$ cat config.mk
export PLATFORM = sky130hd
export DESIGN_NAME = brightness_stream_ctrl
export DESIGN_NICKNAME = d
export VERILOG_FILES = /design/src/rtl/brightness_stream_ctrl.sv
export SDC_FILE = /design/constraint.sdc
export NUM_CORES = 1
export LEC_CHECK = 0
export BUFFER_PORTS_ARGS = -buffer_cell sky130_fd_sc_hd__buf_2
export CAP_MARGIN = 0
export CORE_ASPECT_RATIO = 2
export CORE_MARGIN = 2
export CORE_UTILIZATION = 53
export DETAILED_ROUTE_END_ITERATION = 8
export PLACE_DENSITY = 0.75
export SYNTH_ARGS = -nofsm -noshare
export SYNTH_HDL_FRONTEND = slang
export SYNTH_SLANG_ARGS = --single-unit
$ cat constraint.sdc
create_clock -name clk -period 3.6 [get_ports clk]
set_input_delay 0 -clock clk [delete_from_list [all_inputs] [get_ports clk]]
set_output_delay 0 -clock clk [all_outputs]
set_load 0.05 [all_outputs]
$ cat src/rtl/brightness_stream_ctrl.sv
`default_nettype none
// brightness_stream_ctrl: reads a job from source memory, streams it through the
// brightness processor and writes the results to destination memory via an output FIFO.
module brightness_stream_ctrl #(
  parameter int DATA_WIDTH = 32,
  parameter int ADDR_WIDTH = 16,
  parameter int FIFO_DEPTH = 4
) (
  input  logic                  clk,
  input  logic                  rst_n,
  input  logic                  start,
  input  logic [1:0]            cfg_mode,
  input  logic [7:0]            cfg_proc_val,
  input  logic [ADDR_WIDTH-1:0] cfg_src_addr,
  input  logic [ADDR_WIDTH-1:0] cfg_dst_addr,
  input  logic [ADDR_WIDTH-1:0] cfg_len,
  output logic                  busy,
  output logic                  done,
  output logic                  err,
  output logic                  rd_en,
  output logic [ADDR_WIDTH-1:0] rd_addr,
  input  logic [DATA_WIDTH-1:0] rd_data,
  output logic                  bp_vld,
  output logic                  bp_last,
  output logic [1:0]            bp_mode,
  output logic [7:0]            bp_proc_val,
  output logic [DATA_WIDTH-1:0] bp_data,
  input  logic [DATA_WIDTH-1:0] bp_data_out,
  input  logic                  bp_data_out_vld,
  output logic                  wr_en,
  output logic [ADDR_WIDTH-1:0] wr_addr,
  output logic [DATA_WIDTH-1:0] wr_data,
  input  logic                  wr_rdy
);

  localparam int PTR_W = (FIFO_DEPTH > 1) ? $clog2(FIFO_DEPTH) : 1;
  localparam int CNT_W = $clog2(FIFO_DEPTH + 1);
  localparam logic [CNT_W:0]   DEPTH_C  = (CNT_W + 1)'(FIFO_DEPTH);
  localparam logic [PTR_W-1:0] LAST_PTR = PTR_W'(FIFO_DEPTH - 1);

  typedef enum logic [1:0] {
    S_IDLE  = 2'd0,
    S_RUN   = 2'd1,
    S_DRAIN = 2'd2,
    S_FIN   = 2'd3
  } state_e;

  state_e                  state_q, state_d;
  logic [1:0]              mode_q;
  logic [7:0]              val_q;
  logic [ADDR_WIDTH-1:0]   src_q, dst_q, len_q;
  logic [ADDR_WIDTH-1:0]   issued_q, written_q, written_d;
  logic                    rd_pending_q, proc_q, err_q;
  logic [DATA_WIDTH-1:0]   fifo_q [FIFO_DEPTH];
  logic [PTR_W-1:0]        wptr_q, rptr_q;
  logic [CNT_W-1:0]        cnt_q;

  logic                    w_accept, w_push, w_pop, w_fifo_empty, w_fifo_full, w_rd_en;
  logic [CNT_W:0]          w_credit_used;

  assign w_accept     = (state_q == S_IDLE) && start;
  assign w_fifo_empty = (cnt_q == '0);
  assign w_fifo_full  = ({1'b0, cnt_q} == DEPTH_C);
  assign w_push       = bp_data_out_vld;
  assign w_pop        = !w_fifo_empty && wr_rdy;
  assign written_d    = written_q + ADDR_WIDTH'(w_pop);

  // Words already read but not yet in the FIFO still own a FIFO slot.
  assign w_credit_used = {1'b0, cnt_q} + {{CNT_W{1'b0}}, rd_pending_q} + {{CNT_W{1'b0}}, proc_q};

  always_comb begin
    state_d = state_q;
    w_rd_en = 1'b0;
    case (state_q)
      S_IDLE: begin
        if (start) state_d = (cfg_len == '0) ? S_FIN : S_RUN;
      end
      S_RUN: begin
        w_rd_en = (issued_q < len_q) && (w_credit_used < DEPTH_C);
        if (issued_q == len_q) state_d = S_DRAIN;
      end
      S_DRAIN: begin
        if (written_d == len_q) state_d = S_FIN;
      end
      S_FIN: begin
        state_d = S_IDLE;
      end
      default: state_d = S_IDLE;
    endcase
  end

  always_ff @(posedge clk or negedge rst_n) begin
    if (!rst_n) begin
      state_q      <= S_IDLE;
      mode_q       <= '0;
      val_q        <= '0;
      src_q        <= '0;
      dst_q        <= '0;
      len_q        <= '0;
      issued_q     <= '0;
      written_q    <= '0;
      rd_pending_q <= 1'b0;
      proc_q       <= 1'b0;
      err_q        <= 1'b0;
    end else begin
      state_q      <= state_d;
      rd_pending_q <= w_rd_en;
      proc_q       <= rd_pending_q;
      err_q        <= start && (state_q != S_IDLE);
      if (w_accept) begin
        mode_q    <= cfg_mode;
        val_q     <= cfg_proc_val;
        src_q     <= cfg_src_addr;
        dst_q     <= cfg_dst_addr;
        len_q     <= cfg_len;
        issued_q  <= '0;
        written_q <= '0;
      end else begin
        if (w_rd_en) issued_q <= issued_q + 1'b1;
        written_q <= written_d;
      end
    end
  end

  always_ff @(posedge clk or negedge rst_n) begin
    if (!rst_n) begin
      for (int i = 0; i < FIFO_DEPTH; i++) fifo_q[i] <= '0;
      wptr_q <= '0;
      rptr_q <= '0;
      cnt_q  <= '0;
    end else begin
      if (w_push) begin
        fifo_q[wptr_q] <= bp_data_out;
        wptr_q         <= (wptr_q == LAST_PTR) ? '0 : wptr_q + 1'b1;
      end
      if (w_pop) rptr_q <= (rptr_q == LAST_PTR) ? '0 : rptr_q + 1'b1;
      if (w_push && !w_pop)      cnt_q <= cnt_q + 1'b1;
      else if (!w_push && w_pop) cnt_q <= cnt_q - 1'b1;
    end
  end

  a_no_overflow: assert property (@(posedge clk) disable iff (!rst_n) !(w_push && w_fifo_full));

  assign busy        = (state_q != S_IDLE);
  assign done        = (state_q == S_FIN);
  assign err         = err_q;
  assign rd_en       = w_rd_en;
  assign rd_addr     = w_rd_en ? (src_q + issued_q) : '0;
  assign bp_vld      = rd_pending_q;
  // The pending word has index issued_q-1, so it is the last one once issued_q reaches len.
  assign bp_last     = rd_pending_q && (issued_q == len_q);
  assign bp_mode     = mode_q;
  assign bp_proc_val = val_q;
  assign bp_data     = rd_pending_q ? rd_data : '0;
  assign wr_en       = !w_fifo_empty;
  assign wr_addr     = wr_en ? (dst_q + written_q) : '0;
  assign wr_data     = wr_en ? fifo_q[rptr_q] : '0;

endmodule
`default_nettype wire

==> out/qor.yml <==
status: "finished, final reports clean"
ir_worst_vdd_v: 0.000809
dp_cells: 1654
grt_overflow: 0
cts.sinks: 230
clock_skew_ns: 0.0177
wirelength_um: 33500
drive_above_1_share_pct: 31.2
synthArstFlopShare_pct: 100
layout_common_cells: "buf_2 (238), dfrtp_1 (229), nand2_1 (176)"
io_buffers: 239
grt_pass1_vias: 10709
timing.final.ws_setup_ns: 0.234
synth_edf_count: 0
slowest_delay_ns: 0.58
cp.buffers_inverters: 1
finalNonFillerCells: 1790
p_total_mw: 14.9
drtIter0Drc: 511
critPathSlowestCell: "dfrtp_1"
synthTopCellsByArea: "dfrtp_1 (45%), mux2_2 (12%), ha_1 (6.0%), mux4_2 (5.7%), nand2_1 (5.2%)"
hpwlAfterDp_um: 22900
tritoncts: "done"
yosys_warnings: 0
synth_xor_area_share_pct: 4.41
synth.area.mux_share_pct: 17.6
cp_cell_sequence: "ha_1, and2_1, a221o_1, o21ai_0, o211ai_1, o31ai_1, nand3_1, a21oi_1, buf_2"
finalCriticalPeriod_ns: 3.37
hold_class: "primary input to async pin"
wire_per_inst_um: 18.7
finalNetCount: 1676
dp_slack_ns: 0.228
areaGrowthSynthToFinish_pct: 25.8
synthesis.instances: 1170
htreeDepth: 1
tns_ns: 0
synth_nets: 1361
dieArea_sq_um: 25300
critPathLaunchType: "flop"
fillers: 1784
ant_nets: 0
synth-seq-cells: 230
worstPathRequired_ns: 3.60
min_period_over_period_pct: 93.5
track_usage_pct: 26.6
cap_violations: 0
gp_congestion: 0.929
synth_compound_area_share_pct: 7.21
first_pass_iters: 5
drc: 0
die_w_um: 113
final_hold_viol_count: 0
seq_area_frac_synth_pct: 45.3
tightest_slew_ns: 1.11
antenna_found_initial: 2
crit_fanout: 12
cts-root-buf: "clkbuf_16"
clock.fmax_mhz: 297
synth_top_family_by_area: "multiplexers"
p_leak_nw: 7.70
cts_buffers: 22
core_area_sq_um: 23700
crit_type: "flop to output pin"
slew_headroom_pct: 25.7
final_common_cell: "buf_2"
report.final.slew_viol_count: 0
grt_pass1_wl_um: 53500
ios: 240
clk_latency_ns: 0.52
syn-cell-area_sq_um: 12700
rsz0062_at_grt: "no"
via_per_inst: 5.62
fin_util_pct: 67.4
end_kind: "output pin"
arrival_ns: 3.37
setup_viol: 0
clk_pin_slew_ns: 0.07
syn_avg_cell_area_sq_um: 10.9
synth_fa_ha_area_share_pct: 6.48
grt_start_max_net_pins: 113
num_vias: 10063
rows: 80
clock_path_buffers: 3
ys.flop_type: "dfrtp_1"
synth_top_area_share_pct: 45.3
die_y_um: 223
ys_types: 61
synth_top_area_cell: "dfrtp_1"
p_per_area_nw_per_um2: 933
cpLargestDelayFamily: "compound AO/OA/AOI/OAI gates"
synthSimpleGateAreaFrac_pct: 16.1
post-cts-setup-buffers: 0
start_util_pct: 53.5
==> final cells by class <==
type                    instances  area, sq um  area share [%]
inverters                      34          128           0.799
multi-input cells             848         6600            41.3
well taps                     287          359            2.25
repair buffers                349         2350            14.7
clock inverters                 8          124           0.775
clock buffers                  31          646            4.04
diodes                          3         7.51          0.0470
flip-flops and latches        230         5760            36.0
==> synthesized netlist by cell type, drive strengths merged (25+ instances only) <==
cell type / instances
xor2: 26
nand2: 178
ha: 61
clkbuf: 37
a21oi: 41
dfrtp: 230
nor2: 59
and2: 72
nand3: 25
xnor2: 25
mux2: 131
mux4: 32
inv: 34
o21ai: 30
==> per-stage QoR <==
step | instance area [sq um] | hold slack [ns]
floorplan | 12700 | -0.296
global placement | 14200 | 0.125
detailed placement | 14200 | 0.133
CTS | 16000 | 0.177
global route | 16000 | 0.214
finish | 16000 | 0.159
==> flip-flops by register name (all words and copies together), names as in the netlist <==
signal	cells
state_q	2
err	1
written_q	16
rptr_q	2
bp_vld	1
bp_mode	2
bp_proc_val	8
len_q	16
dst_q	16
cnt_q	3
wptr_q	2
src_q	16
issued_q	16
fifo_q	128
proc_q	1
==> cell families (layout without fill, tap and decap cells) <==
kind of cell / after synthesis / in the layout
other cells: 0 / 3
xor+xnor: 56 / 56
mux: 167 / 167
compound gates: 142 / 142
buf+inv: 92 / 422
simple gates: 419 / 419
flops: 230 / 230
fa+ha+maj: 64 / 64
==> routing by layer <==
| layer | up-vias | track usage [%] | routed length (um) |
|---|---|---|---|
| li1 | 4744 | - | - |
| met1 | 4982 | 28.5 | 12100 |
| met2 | 252 | 50.6 | 18700 |
| met3 | 85 | 3.72 | 1350 |
| met4 | 0 | 12.2 | 1440 |
| met5 | - | 0 | 0 |
==> worst register-to-register path, stage by stage (launching register included) <==
cell       delay (ns)
dfrtp_1          0.44
nor3_1           0.27
inv_1            0.09
nand2_1          0.17
inv_1            0.08
ha_1             0.21
nand3_1          0.25
nor3_1           0.11
xor2_1           0.17
a2111oi_1        0.47
nand4_1          0.23
or2_1            0.29
a311o_1          0.36
==> power breakdown <==
| group | internal, mW | total (mW) | switching, mW |
|---|---|---|---|
| clock | 1.47 | 2.47 | 1.01 |
| sequential | 3.72 | 4.42 | 0.698 |
| combinational | 2.97 | 8.02 | 5.05 |
==> final timing paths <==
kind / from / to / slack (ns) / depth (start not counted)
max: written_q[5] / wr_addr[15] / 0.23 / 9
min reg2reg: bp_proc_val[3] / bp_proc_val[3] / 0.47 / 2
max in group asynchronous: rst_n / len_q[10] / 2.42 / 3
min: rst_n / fifo_q[52] / 0.16 / 2
min in group clk: cfg_mode[1] / bp_mode[1] / 0.20 / 4
max reg2reg: cnt_q[0] / state_q[1] / 0.35 / 12
==> repair_timing <==
action                                  CTS  global route
endpoints found under the hold margin   301             0
endpoints found under the setup margin    0             3
hold buffers                             94             0
resized for setup                         0             3
No activity file was read; power rests on OpenSTA's default activity.
